--- src/rtl/bus_ctrl.sv ---
// bus_ctrl: physical-memory bus controller between the CPU data-bus port and
// a synchronous single-port word-wide SRAM with byte enables.
// One access at a time (fetch/load/store). Completion is signalled by a
// registered one-cycle db_ready pulse; bus_err accompanies it on rejection.
// Optional feature macro: BUS_CTRL_ALIGN_CHECK_EN (rejects misaligned H/W).
//
// Handshake: a request is taken only while the FSM is in IDLE and
// db_accessType != NONE; the CPU must drop db_accessType combinationally in
// the cycle db_ready is high. Inputs are ignored in every non-IDLE state.

package bus_ctrl_pkg;
  typedef enum logic [1:0] {
    MEM_ACCESS_NONE = 2'd0,
    MEM_ACCESS_R    = 2'd1,
    MEM_ACCESS_W    = 2'd2,
    MEM_ACCESS_X    = 2'd3
  } MEM_ACCESS_T;

  typedef enum logic [1:0] {
    MEM_LEN_B = 2'd0,
    MEM_LEN_H = 2'd1,
    MEM_LEN_W = 2'd2
  } MEM_LEN;

  typedef enum logic [2:0] {
    ST_IDLE   = 3'd0,
    ST_ACCESS = 3'd1,
    ST_WAIT   = 3'd2,
    ST_RESP   = 3'd3,
    ST_ERR    = 3'd4
  } state_t;
endpackage

module bus_ctrl
  import bus_ctrl_pkg::*;
#(
  parameter int AW          = 14,
  parameter int WAIT_CYCLES = 0
) (
  input  logic              clk,
  input  logic              res,
  input  logic [31:0]       db_addr,
  input  logic [31:0]       db_dataOut,
  input  MEM_ACCESS_T       db_accessType,
  input  MEM_LEN            db_memLen,
  output logic [31:0]       db_dataIn,
  output logic              db_ready,
  output logic              bus_err,
  output logic              mem_en,
  output logic              mem_we,
  output logic [3:0]        mem_be,
  output logic [AW-1:0]     mem_addr,
  output logic [31:0]       mem_wdata,
  input  logic [31:0]       mem_rdata,
  output state_t            dbg_state
);

  localparam logic [3:0] WAIT_LD = 4'(WAIT_CYCLES);

  state_t        r_state;
  state_t        w_next;
  logic [AW+1:0] r_addr;
  MEM_LEN        r_len;
  logic          r_is_wr;
  logic [31:0]   r_wdata;
  logic [31:0]   r_data;
  logic [3:0]    r_cnt;
  logic          r_ready;
  logic          r_err;

  logic          w_req;
  logic          w_range_err;
  logic          w_align_err;
  logic          w_reject;
  MEM_LEN        w_len_eff;
  logic [1:0]    w_off;
  logic [3:0]    w_be;
  logic [31:0]   w_wdata;
  logic [31:0]   w_rdata_al;

  // Request acceptance and rejection decode (only meaningful in IDLE).
  always_comb begin
    w_req     = (r_state == ST_IDLE) && (db_accessType != MEM_ACCESS_NONE);
    // Fetches are always word reads; an undefined length code is treated as a word.
    w_len_eff = db_memLen;
    if ((db_accessType == MEM_ACCESS_X) ||
        ((db_memLen != MEM_LEN_B) && (db_memLen != MEM_LEN_H))) begin
      w_len_eff = MEM_LEN_W;
    end
    // Anything above the decoded 2^(AW+2)-byte window is rejected.
    w_range_err = (db_addr >> (AW + 2)) != 32'd0;
`ifdef BUS_CTRL_ALIGN_CHECK_EN
    w_align_err = ((w_len_eff == MEM_LEN_H) && db_addr[0]) ||
                  ((w_len_eff == MEM_LEN_W) && (db_addr[1:0] != 2'b00));
`else
    // Without the check, misaligned H/W are silently forced aligned by the lane logic.
    w_align_err = 1'b0;
`endif
    w_reject = w_range_err || w_align_err;
  end

  // Next-state logic.
  always_comb begin
    w_next = r_state;
    case (r_state)
      ST_IDLE: begin
        if (w_req) begin
          w_next = w_reject ? ST_ERR : ST_ACCESS;
        end
      end
      ST_ACCESS: w_next = ST_WAIT;
      ST_WAIT: begin
        if (r_cnt == 4'd0) begin
          w_next = ST_RESP;
        end
      end
      ST_RESP:   w_next = ST_IDLE;
      ST_ERR:    w_next = ST_IDLE;
      default:   w_next = ST_IDLE;
    endcase
  end

  // Byte-lane steering for writes and right-alignment of read data.
  always_comb begin
    w_off      = r_addr[1:0];
    w_be       = 4'b1111;
    w_wdata    = r_wdata;
    w_rdata_al = mem_rdata;
    case (r_len)
      MEM_LEN_B: begin
        w_be       = 4'b0001 << w_off;
        w_wdata    = {4{r_wdata[7:0]}};
        w_rdata_al = (mem_rdata >> {w_off, 3'b000}) & 32'h0000_00FF;
      end
      MEM_LEN_H: begin
        // addr[0] is ignored: halfword lanes are selected by addr[1] only.
        w_be       = 4'b0011 << {w_off[1], 1'b0};
        w_wdata    = {2{r_wdata[15:0]}};
        w_rdata_al = (mem_rdata >> {w_off[1], 4'b0000}) & 32'h0000_FFFF;
      end
      default: begin
        w_be       = 4'b1111;
        w_wdata    = r_wdata;
        w_rdata_al = mem_rdata;
      end
    endcase
  end

  // SRAM port drive: active only in ACCESS, so mem_en lasts exactly one cycle
  // and every SRAM output is zero in reset and in all other states.
  always_comb begin
    mem_en    = 1'b0;
    mem_we    = 1'b0;
    mem_be    = 4'b0000;
    mem_addr  = '0;
    mem_wdata = 32'd0;
    if (r_state == ST_ACCESS) begin
      mem_en    = 1'b1;
      mem_we    = r_is_wr;
      mem_addr  = r_addr[AW+1:2];
      mem_be    = r_is_wr ? w_be : 4'b1111;
      mem_wdata = r_is_wr ? w_wdata : 32'd0;
    end
  end

  // State register; async reset aborts any access in flight.
  always_ff @(posedge clk or posedge res) begin
    if (res) begin
      r_state <= ST_IDLE;
    end else begin
      r_state <= w_next;
    end
  end

  // Latch the request attributes when it is taken in IDLE.
  always_ff @(posedge clk or posedge res) begin
    if (res) begin
      r_addr  <= '0;
      r_len   <= MEM_LEN_B;
      r_is_wr <= 1'b0;
      r_wdata <= 32'd0;
    end else if (w_req) begin
      r_addr  <= db_addr[AW+1:0];
      r_len   <= w_len_eff;
      r_is_wr <= (db_accessType == MEM_ACCESS_W);
      r_wdata <= db_dataOut;
    end
  end

  // WAIT-state counter: loaded while in ACCESS so WAIT lasts WAIT_CYCLES+1 cycles.
  always_ff @(posedge clk or posedge res) begin
    if (res) begin
      r_cnt <= 4'd0;
    end else if (r_state == ST_ACCESS) begin
      r_cnt <= WAIT_LD;
    end else if ((r_state == ST_WAIT) && (r_cnt != 4'd0)) begin
      r_cnt <= r_cnt - 4'd1;
    end
  end

  // Registered response: ready/err pulse and the returned data word.
  always_ff @(posedge clk or posedge res) begin
    if (res) begin
      r_ready <= 1'b0;
      r_err   <= 1'b0;
      r_data  <= 32'd0;
    end else begin
      r_ready <= (w_next == ST_RESP) || (w_next == ST_ERR);
      r_err   <= (w_next == ST_ERR);
      if (w_next == ST_ERR) begin
        r_data <= 32'd0;
      end else if ((r_state == ST_WAIT) && (r_cnt == 4'd0)) begin
        r_data <= r_is_wr ? 32'd0 : w_rdata_al;
      end
    end
  end

  assign db_ready  = r_ready;
  assign bus_err   = r_err;
  assign db_dataIn = r_data;
  assign dbg_state = r_state;

endmodule

--- config.mk ---
export PLATFORM = sky130hd
export DESIGN_NAME = bus_ctrl
export DESIGN_NICKNAME = d
export VERILOG_FILES = /design/src/rtl/bus_ctrl.sv
export SDC_FILE = /design/constraint.sdc
export NUM_CORES = 1
export LEC_CHECK = 0
export BUFFER_PORTS_ARGS = -buffer_cell sky130_fd_sc_hd__buf_2
export CAP_MARGIN = 20
export CORE_ASPECT_RATIO = 0.9
export CORE_MARGIN = 2
export CORE_UTILIZATION = 30
export CTS_CLUSTER_SIZE = 24
export DETAILED_ROUTE_END_ITERATION = 10
export PLACE_DENSITY = 0.6
export SETUP_SLACK_MARGIN = 0.1
export SYNTH_ARGS = -nofsm -noshare
export SYNTH_HDL_FRONTEND = slang
export SYNTH_SLANG_ARGS = --single-unit
--- constraint.sdc ---
create_clock -name clk -period 2.8 [get_ports clk]
set_clock_uncertainty 0.05 [all_clocks]
set_input_delay 0.14 -clock clk [delete_from_list [all_inputs] [get_ports clk]]
set_output_delay 0.14 -clock clk [all_outputs]
set_load 0.01 [all_outputs]
==> impl_metrics.tcl <==
set metrics [dict create \
    grt_pass1_vias 4493 \
    ys_async_sr_fraction 1.00 \
    ys_warn_count 0 \
    clockBufferDepth 2 \
    seq_power_share 0.447 \
    reg2reg_from "dbg_state[0]$_DFF_PP0_" \
    fin_crit_sh 0.826 \
    drt-pass1-iter-count 6 \
    r2r-end "db_dataIn[22]$_DFFE_PP0P_" \
    worst-path-stages 5 \
    clkTransAtPathRegs_ns 0.06 \
    relSlewSlack 0.379 \
    core_area_mm2 0.0153 \
    clkSinkCount 92 \
    start_util 0.304 \
    place_hpwl_mm 10.8 \
    via_count 4673 \
    cts_made_buffers 9 \
    drv_cap 0 \
    via_per_inst 4.85 \
    p_leak_nw 3.46 \
    synth_area_leaders "dfrtp_1 (50%), nand2_1 (14%), a21oi_1 (4.2%), mux2i_1 (3.4%), o2bb2ai_1 (3.0%)" \
    postRouteAntennaNets 0 \
    post-cts-setup-buffers 0 \
    post-synth-top-area-fraction 0.495 \
    syn-cell-area_mm2 0.00465 \
    root_buffer "clkbuf_16" \
    peakVddDrop_mv 0.305 \
    drive_above_1_share 0.311 \
    status "finished clean" \
    critPathBufInv 2 \
    slowest_stage "dfrtp_1" \
    tritoncts "built" \
    cp.required_ns 2.61 \
    p_int_mw 2.50 \
    worstPathCellList "or3b_4, clkinv_2, nand2_2, a21oi_1, buf_2" \
    ys.flop_type "dfrtp_1" \
    drt_iter0_drc 285 \
    die_y_um 122 \
    cp_max_fo 25 \
    globalRouteTotalUtil 0.190 \
    drv_slew 0 \
    critical_path.top_delay_family "simple AND/OR/NAND/NOR gates" \
    antenna_found_initial 0 \
    synthCells 531 \
    routed_wl_mm 15.5 \
    worst_pin_slew_ns 0.927 \
    yosys.cell_count.top_type "nand2_1" \
    clkLatencyLatePin_ns 0.35 \
    rsz0062_at_grt "no" \
    grt_overflow_total 0 \
    crit_path_start_kind "flop" \
    pwr-share-comb 0.205 \
    wire_per_inst_um 16.1 \
    fin_crit_ns 2.31 \
    synth-edff-count 0 \
    io_pins 191 \
    syn_avg_cell_area_um2 8.76 \
    grt_pass1_wl_mm 24.1 \
    hold_class "input pin to flop" \
    timing.hold.ws_ns 0.0165 \
    grt_max_degree 45 \
    hold_viol_final 0 \
    arrival_ns 2.12 \
    power_density_mw_per_mm2 545 \
    drcViolationCount 0 \
    critPathKind "flop to output port" \
    port_buffers 190 \
    syn_nets 635 \
    worst_path_largest_cell_delay_ns 0.47 \
    startpoint "dbg_state[0]$_DFF_PP0_" \
    dieArea_mm2 0.0165 \
    ys_ff_latch 92 \
    ff2ff_path_depth 4 \
    p_sw_mw 1.09 \
    crit_end "mem_wdata[13]" \
    nFillCells 1570 \
    gp_congestion 0.871 \
    htreeDepth 3 \
    switching_share 0.303 \
    area_growth_pct 41.4 \
    die_w_um 135 \
    yosys-top-cells-count "nand2_1 (172), dfrtp_1 (92), a21oi_1 (39), nor2_1 (29), and2_1 (20)" \
    synth_top_area_cell "dfrtp_1" \
    p_clk_frac 0.348 \
    fin_nets 860 \
    endpoint_kind "output port" \
    finalSetupViolCount 0 \
    fmax_mhz 432 \
    synth.distinct_cells 42 \
    ys_seq_area_frac 0.495 \
    n_antenna_cell 0 \
    placementRows 43 \
    regToRegSetupSlack_ns 0.60 \
    fin_setup_tns_ns 0 \
]
-- registers in the layout (all words and copies together) (netlist names) --
signal,count
bus_err,1
db_dataIn,32
db_ready,1
dbg_state,3
r_addr,16
r_cnt,4
r_is_wr,1
r_len,2
r_wdata,32
-- power by group through the flow --
stage / Clock, mW / Combinational (mW) / Sequential [mW]
finish: 1.25 / 0.734 / 1.60
global route: 1.36 / 0.822 / 1.62
CTS: 1.29 / 0.735 / 1.60
detailed placement: 0 / 0.677 / 1.63
global placement: 0 / 0.671 / 1.62
floorplan: 0 / 0.494 / 1.55
-- worst register-to-register path: cells and delay by family (launching register included) --
family	cells	cell delay [ns]
compound gates	2	0.52
flops	1	0.45
simple gates	2	1.01
-- worst min path at each step --
stage / from / cells past startpoint / slack (ns) / endpoint
after floorplan: db_accessType[0] / 1 / 0.18 / r_is_wr$_DFFE_PP0N_
after global placement: res / 2 / 0.19 / r_is_wr$_DFFE_PP0N_
after detailed placement: res / 2 / 0.19 / r_is_wr$_DFFE_PP0N_
after CTS: mem_rdata[17] / 3 / 0.0004 / db_dataIn[17]$_DFFE_PP0P_
after global routing: mem_rdata[21] / 3 / 0.01 / db_dataIn[21]$_DFFE_PP0P_
final: mem_rdata[21] / 3 / 0.02 / db_dataIn[21]$_DFFE_PP0P_
-- metal layers --
metal | global-route usage | share of wire | vias up | wire (um)
met4 | 0.0645 | 0.023 | 0 | 359
li1 | - | - | 2236 | -
met5 | 0 | 0 | - | 0
met1 | 0.248 | 0.43 | 2200 | 6750
met3 | 0.0483 | 0.081 | 23 | 1250
met2 | 0.308 | 0.46 | 214 | 7180
-- what timing repair did --
| item | 4_1_cts | 5_1_grt |
|---|---|---|
| hold buffers | 51 | 0 |
| endpoints found under the hold margin | 91 | 0 |
| gates resized for setup | 0 | 0 |
-- cell usage in the layout (no fill, tap or decap), types with 2 or more instances in the layout --
cell type | Yosys | final
buf_2 | 13 | 190
nand2_1 | 172 | 172
dfrtp_1 | 92 | 91
dlygate4sd3_1 | 0 | 51
a21oi_1 | 39 | 39
nor2_1 | 29 | 29
and2_1 | 20 | 20
nand3_1 | 19 | 19
o2bb2ai_1 | 16 | 16
mux2i_1 | 16 | 16
o21ai_0 | 13 | 13
buf_4 | 5 | 12
clkbuf_16 | 0 | 9
mux2_2 | 8 | 8
a222oi_1 | 8 | 8
a22o_1 | 8 | 8
a22oi_1 | 8 | 8
and3_1 | 8 | 8
inv_1 | 6 | 5
nor4_1 | 4 | 4
nor2b_1 | 3 | 3
nand2b_1 | 2 | 2
clkinv_2 | 1 | 2
xnor2_1 | 2 | 2
xor2_1 | 2 | 2
ha_1 | 2 | 2
-- final cells by class --
class	instances	area (um2)	area share
Tap cell	202	253	0.0384
Clock inverter	5	60.1	0.00913
Inverter	7	30.0	0.00457
Clock buffer	11	243	0.0369
Timing Repair Buffer	253	1550	0.236
Multi-Input combinational cell	393	2140	0.325
Sequential cell	92	2300	0.350
-- metrics by stage --
stage          power, mW   util  setup slack (ns)  instance area [um2]  std cells
4_1_cts             3.63  0.430             0.429                 6580        963
3_5_place_dp        2.30  0.377             0.619                 5760        896
5_1_grt             3.81  0.430             0.312                 6580        963
2_1_floorplan       2.05      -             0.218                 4650        531
3_3_place_gp        2.29  0.377             0.712                 5760        896
6_report            3.59  0.430             0.486                 6580        963
-- cells by family after synthesis --
logic type	after synthesis	synth area share
AND/OR/NAND/NOR	266	0.251
AO/OA/AOI/OAI	97	0.139
flip-flops	92	0.495
buffers and inverters	46	0.0484
multiplexers	24	0.0538
XOR/XNOR	4	0.00753
adder cells (fa/ha/maj)	2	0.00538
Power figures use the tool's default switching activity.
